==> config.mk <==
export PLATFORM = sky130hd
export DESIGN_NAME = fs_5b_serial
export DESIGN_NICKNAME = d
export VERILOG_FILES = /design/src/rtl/fs_5b_serial.sv
export SDC_FILE = /design/constraint.sdc
export NUM_CORES = 1
export LEC_CHECK = 0
export ABC_AREA = 0
export CAP_MARGIN = 10
export CORE_MARGIN = 2
export CORE_UTILIZATION = 45
export CTS_CLUSTER_DIAMETER = 100
export DETAILED_ROUTE_END_ITERATION = 6
export GPL_ROUTABILITY_DRIVEN = 0
export PLACE_DENSITY_LB_ADDON = 0.1
export SYNTH_ARGS = -nofsm -noshare
export SYNTH_HDL_FRONTEND = slang
export SYNTH_SLANG_ARGS = --single-unit
==> constraint.sdc <==
create_clock -name clk -period 2.7 [get_ports clk]
set_input_delay 0.54 -clock clk [delete_from_list [all_inputs] [get_ports clk]]
set_output_delay 0.54 -clock clk [all_outputs]
set_load 0.01 [all_outputs]
==> src/rtl/fs_5b_serial.sv <==
// Bit-serial 5-bit subtractor: d = a - b - bin, LSB first, one bit per cycle.
// Optional signed-overflow output enabled by defining FS_OVF_EN.
module fs_5b_serial (
    input  logic       clk,
    input  logic       rst,
    input  logic       start,
    input  logic [4:0] a,
    input  logic [4:0] b,
    input  logic       bin,
    output logic [4:0] d,
    output logic       bout,
    output logic       busy,
    output logic       done
`ifdef FS_OVF_EN
    ,
    output logic       ovf
`endif
);

    typedef enum logic [1:0] {StIdle, StShift, StDone} state_e;

    state_e     r_state;
    state_e     w_state_next;
    logic [4:0] r_a;
    logic [4:0] r_b;
    logic [4:0] r_res;
    logic       r_br;
    logic [2:0] r_cnt;
    logic       w_diff;
    logic       w_br_next;
    logic [4:0] w_res_next;
    logic       w_last;
`ifdef FS_OVF_EN
    logic       r_a4;
    logic       r_b4;
`endif

    assign w_diff     = r_a[0] ^ r_b[0] ^ r_br;
    assign w_br_next  = (~r_a[0] & r_b[0]) | (~(r_a[0] ^ r_b[0]) & r_br);
    assign w_res_next = {w_diff, r_res[4:1]};
    assign w_last     = (r_cnt == 3'd4);

    always_comb begin
        w_state_next = r_state;
        unique case (r_state)
            StIdle:  if (start) w_state_next = StShift;
            StShift: if (w_last) w_state_next = StDone;
            StDone:  w_state_next = StIdle;
            default: w_state_next = StIdle;
        endcase
    end

    always_ff @(posedge clk) begin
        if (rst) begin
            r_state <= StIdle;
            r_a     <= '0;
            r_b     <= '0;
            r_res   <= '0;
            r_br    <= 1'b0;
            r_cnt   <= '0;
            d       <= '0;
            bout    <= 1'b0;
`ifdef FS_OVF_EN
            r_a4    <= 1'b0;
            r_b4    <= 1'b0;
            ovf     <= 1'b0;
`endif
        end else begin
            r_state <= w_state_next;
            case (r_state)
                StIdle: begin
                    if (start) begin
                        r_a   <= a;
                        r_b   <= b;
                        r_br  <= bin;
                        r_cnt <= '0;
`ifdef FS_OVF_EN
                        r_a4  <= a[4];
                        r_b4  <= b[4];
`endif
                    end
                end
                StShift: begin
                    r_a   <= r_a >> 1;
                    r_b   <= r_b >> 1;
                    r_br  <= w_br_next;
                    r_res <= w_res_next;
                    r_cnt <= r_cnt + 3'd1;
                    // Final bit lands in the result on the same edge, so load from the next value.
                    if (w_last) begin
                        d    <= w_res_next;
                        bout <= w_br_next;
`ifdef FS_OVF_EN
                        ovf  <= (r_a4 != r_b4) && (w_diff != r_a4);
`endif
                    end
                end
                default: ;
            endcase
        end
    end

    assign busy = (r_state != StIdle);
    assign done = (r_state == StDone);

endmodule

==> out/metrics.csv <==
metric,value,unit
count of pins over their slew limit,0,
post-synthesis sequential area ratio,43.3,%
Routed wire per std cell,12.7,um
net count of the mapped netlist,148,
mean post-synth cell area,9.18,sq um
data arrival time of the critical path,1.76,ns
number of detailed-route iterations in the first pass,6,
Crit Path Class,reg -> out,
number of global-route vias before repair,963,
Global Route Usage Sum,16.5,%
count of port buffers added during placement,21,
Worst Skew,0.00145,ns
routed wire length,2.25,mm
hold-critical path endpoint,r_a[4],
count of instances resized after the clock tree is built,0,
area occupied by multi-input gates,598,sq um
met2 routing resource usage after global routing,29.1,%
cell count after synthesis,131,
pin slew with the least headroom to its limit,0.610,ns
minimum clock period,2.30,ns
sum of negative setup slack,0,ns
H-Tree Level Count,1,
routing usage on met3,5.81,%
worst reg2reg endpoint,r_res[2],
initial DRC count,12,
worst min-delay path category,reg -> reg,
number of nets with antenna violations after detailed routing,0,
CTS Buffer Depth,2,
Worst VDD drop,447,uV
post-synthesis cell type count,28,
via density per instance,5.30,
Max Freq,435,MHz
clock sink count,26,
CTS root buffer,sky130_fd_sc_hd__clkbuf_4,
outcome,finished clean,
Die Width,55.7,um
Ports,22,
depth of the worst register-to-register path,4,
Die Outline Area,3100,sq um
grt peak-use layer,met2,
floorplan die height,55.7,um
total number of placement rows,18,
register cell area after layout,520,sq um
cell count along the critical path,2,
kind of start point of the critical path,register,
Post-CTS Setup Bufs,0,
Critical path buffers and inverters,1,
number of CTS-inserted buffers,3,
dominant cells by area after synthesis,"sky130_fd_sc_hd__dfxtp_1 43%, sky130_fd_sc_hd__mux2i_1 9.2%, sky130_fd_sc_hd__nor2_1 6.9%",
setup repair after global routing missed its margin,false,
Yosys warnings,0,
post-synthesis cell area,1200,sq um
max-cap viol count,0,
number of antenna diodes,0,
PwrDens,544,nW/um^2
slack of the worst reg-to-reg path,1.09,ns
number of vias after detailed routing,938,
post-synthesis register bit count,26,
largest net degree at the start of global routing,25,
effective utilization at floorplan,48.1,%
CTS tree,yes,
Leakage Power,0.620,nW
initial antenna violation count,0,
relative slew slack,59.2,%
wire length of the first global-routing pass,4.11,mm
cell-by-cell trace of the critical path,nor2b_1 -> clkdlybuf4s50_1,
Final setup viols,0,
cell depth of the worst hold path,2,
nets,165,
detailed-route DRC error count,0,
critical register-to-register path startpoint,r_state[0],
final cycle utilization of the critical path,85.1,%
post-synthesis to final-layout area growth,20.8,%
fraction of layout cells with a size suffix above 1,8.16,%
CP peak stage delay,0.71,ns
"Max stage delay cell, worst path",sky130_fd_sc_hd__dfxtp_1,
top cell type by total area after synthesis,sky130_fd_sc_hd__dfxtp_1,
worst hold slack after final layout,0.485,ns
Congestion Overflow GR,0,
capturing element type of the critical path,output pin,
CP top delay family,flip-flops,
post-detailed-placement half-perimeter wirelength,1.55,mm
final hold violation count,0,
worst-path maximum fanout,19,
area fraction of the dominant cell type after synthesis,43.3,%
required time of the critical path,2.16,ns
fill cell count,221,
core area,2500,sq um
clock latency at the later pin of the worst-skew pair,0.32,ns
count of hold buffers inserted by post-cts repair,0,
worst hold path startpoint,r_a[4],
clock edge transition at the registers on the reported setup and hold paths,0.14,ns
met1 Usage GRT,18.4,%
layer usage:
metal / vias up / part of all wire (%) / wire [um]
met5: - / 0 / 0
met4: 0 / 0.67 / 15
met3: 2 / 5.0 / 113
met2: 23 / 49 / 1100
met1: 439 / 45 / 1010
li1: 474 / - / -
worst reg2reg max path, stage by stage, from the launching register on:
cell	delay [ns]
sky130_fd_sc_hd__dfxtp_1	0.42
sky130_fd_sc_hd__buf_4	0.27
sky130_fd_sc_hd__nor2b_1	0.52
sky130_fd_sc_hd__mux2i_1	0.26
sky130_fd_sc_hd__nor2_1	0.06
metrics by stage:
step / total power, mW / setup slack [ns] / cell area [sq um] / util, % / std cells
finish: 0.790 / 0.403 / 1450 / 58.1 / 177
global route: 0.835 / 0.249 / 1450 / 58.1 / 177
CTS: 0.800 / 0.369 / 1450 / 58.1 / 177
detailed placement: 0.533 / 0.592 / 1400 / 56.0 / 173
global placement: 0.531 / 0.636 / 1400 / 56.0 / 173
floorplan: 0.500 / 1.22 / 1200 / - / 131
cells in the final DEF (no fill, tap or decap), types with 3 or more instances in the layout:
| master | instances |
|---|---|
| sky130_fd_sc_hd__dfxtp_1 | 26 |
| sky130_fd_sc_hd__nor2_1 | 22 |
| sky130_fd_sc_hd__clkdlybuf4s50_1 | 21 |
| sky130_fd_sc_hd__mux2i_1 | 11 |
| sky130_fd_sc_hd__a21oi_1 | 11 |
| sky130_fd_sc_hd__nor3_1 | 7 |
| sky130_fd_sc_hd__inv_1 | 5 |
| sky130_fd_sc_hd__or3b_1 | 5 |
| sky130_fd_sc_hd__or2b_1 | 4 |
| sky130_fd_sc_hd__nand2b_1 | 4 |
| sky130_fd_sc_hd__nor2b_1 | 3 |
| sky130_fd_sc_hd__o21ai_0 | 3 |
| sky130_fd_sc_hd__a211oi_1 | 3 |
| sky130_fd_sc_hd__or3b_2 | 3 |
| sky130_fd_sc_hd__clkbuf_4 | 3 |
flip-flops by register name, summed over array words and instances, names as in the netlist:
signal / count
d: 5
r_a: 5
r_b: 5
r_res: 4
r_cnt: 3
r_state: 2
bout: 1
r_br: 1
power by group:
part,total [mW],switching [mW],internal (mW)
sequential,0.415,0.0114,0.403
clock,0.265,0.115,0.150
combinational,0.110,0.0517,0.0580
how the worst max path moves through the flow:
stage | end | start | slack [ns]
floorplan | done | r_state[1] | 1.22
detailed placement | r_b[0] | start | 0.59
global placement | r_b[0] | start | 0.64
finish | done | r_state[1] | 0.40
global route | done | r_state[1] | 0.25
CTS | done | r_state[1] | 0.37
cells by family after synthesis:
| logic type | share of synthesized area (%) |
|---|---|
| buf+inv | 6.97 |
| flops | 43.3 |
| mux | 9.16 |
| compound gates | 10.5 |
| fa+ha+maj | 3.75 |
| simple gates | 26.3 |
layout make-up:
class                   count  share of cell area (%)
repair buffers             23                    15.5
clock inverters             1                    2.07
clock buffers               3                    1.55
multi-input cells          89                    41.2
well taps                  30                    2.58
flip-flops and latches     26                    35.8
inverters                   5                    1.29
synthesized netlist by cell type, drive strengths merged:
library cell	instances
dfxtp	26
nor2	22
a21oi	11
mux2i	11
or3b	8
buf	7
nor3	7
inv	5
clkbuf	4
nand2b	4
or2b	4
a211oi	3
nor2b	3
o21ai	3
ha	2
nand4bb	2
a22oi	1
a311oi	1
fa	1
nand2	1
nand4b	1
nor3b	1
o21ba	1
o21bai	1
or2	1
No activity file was read; power rests on OpenSTA's default activity.
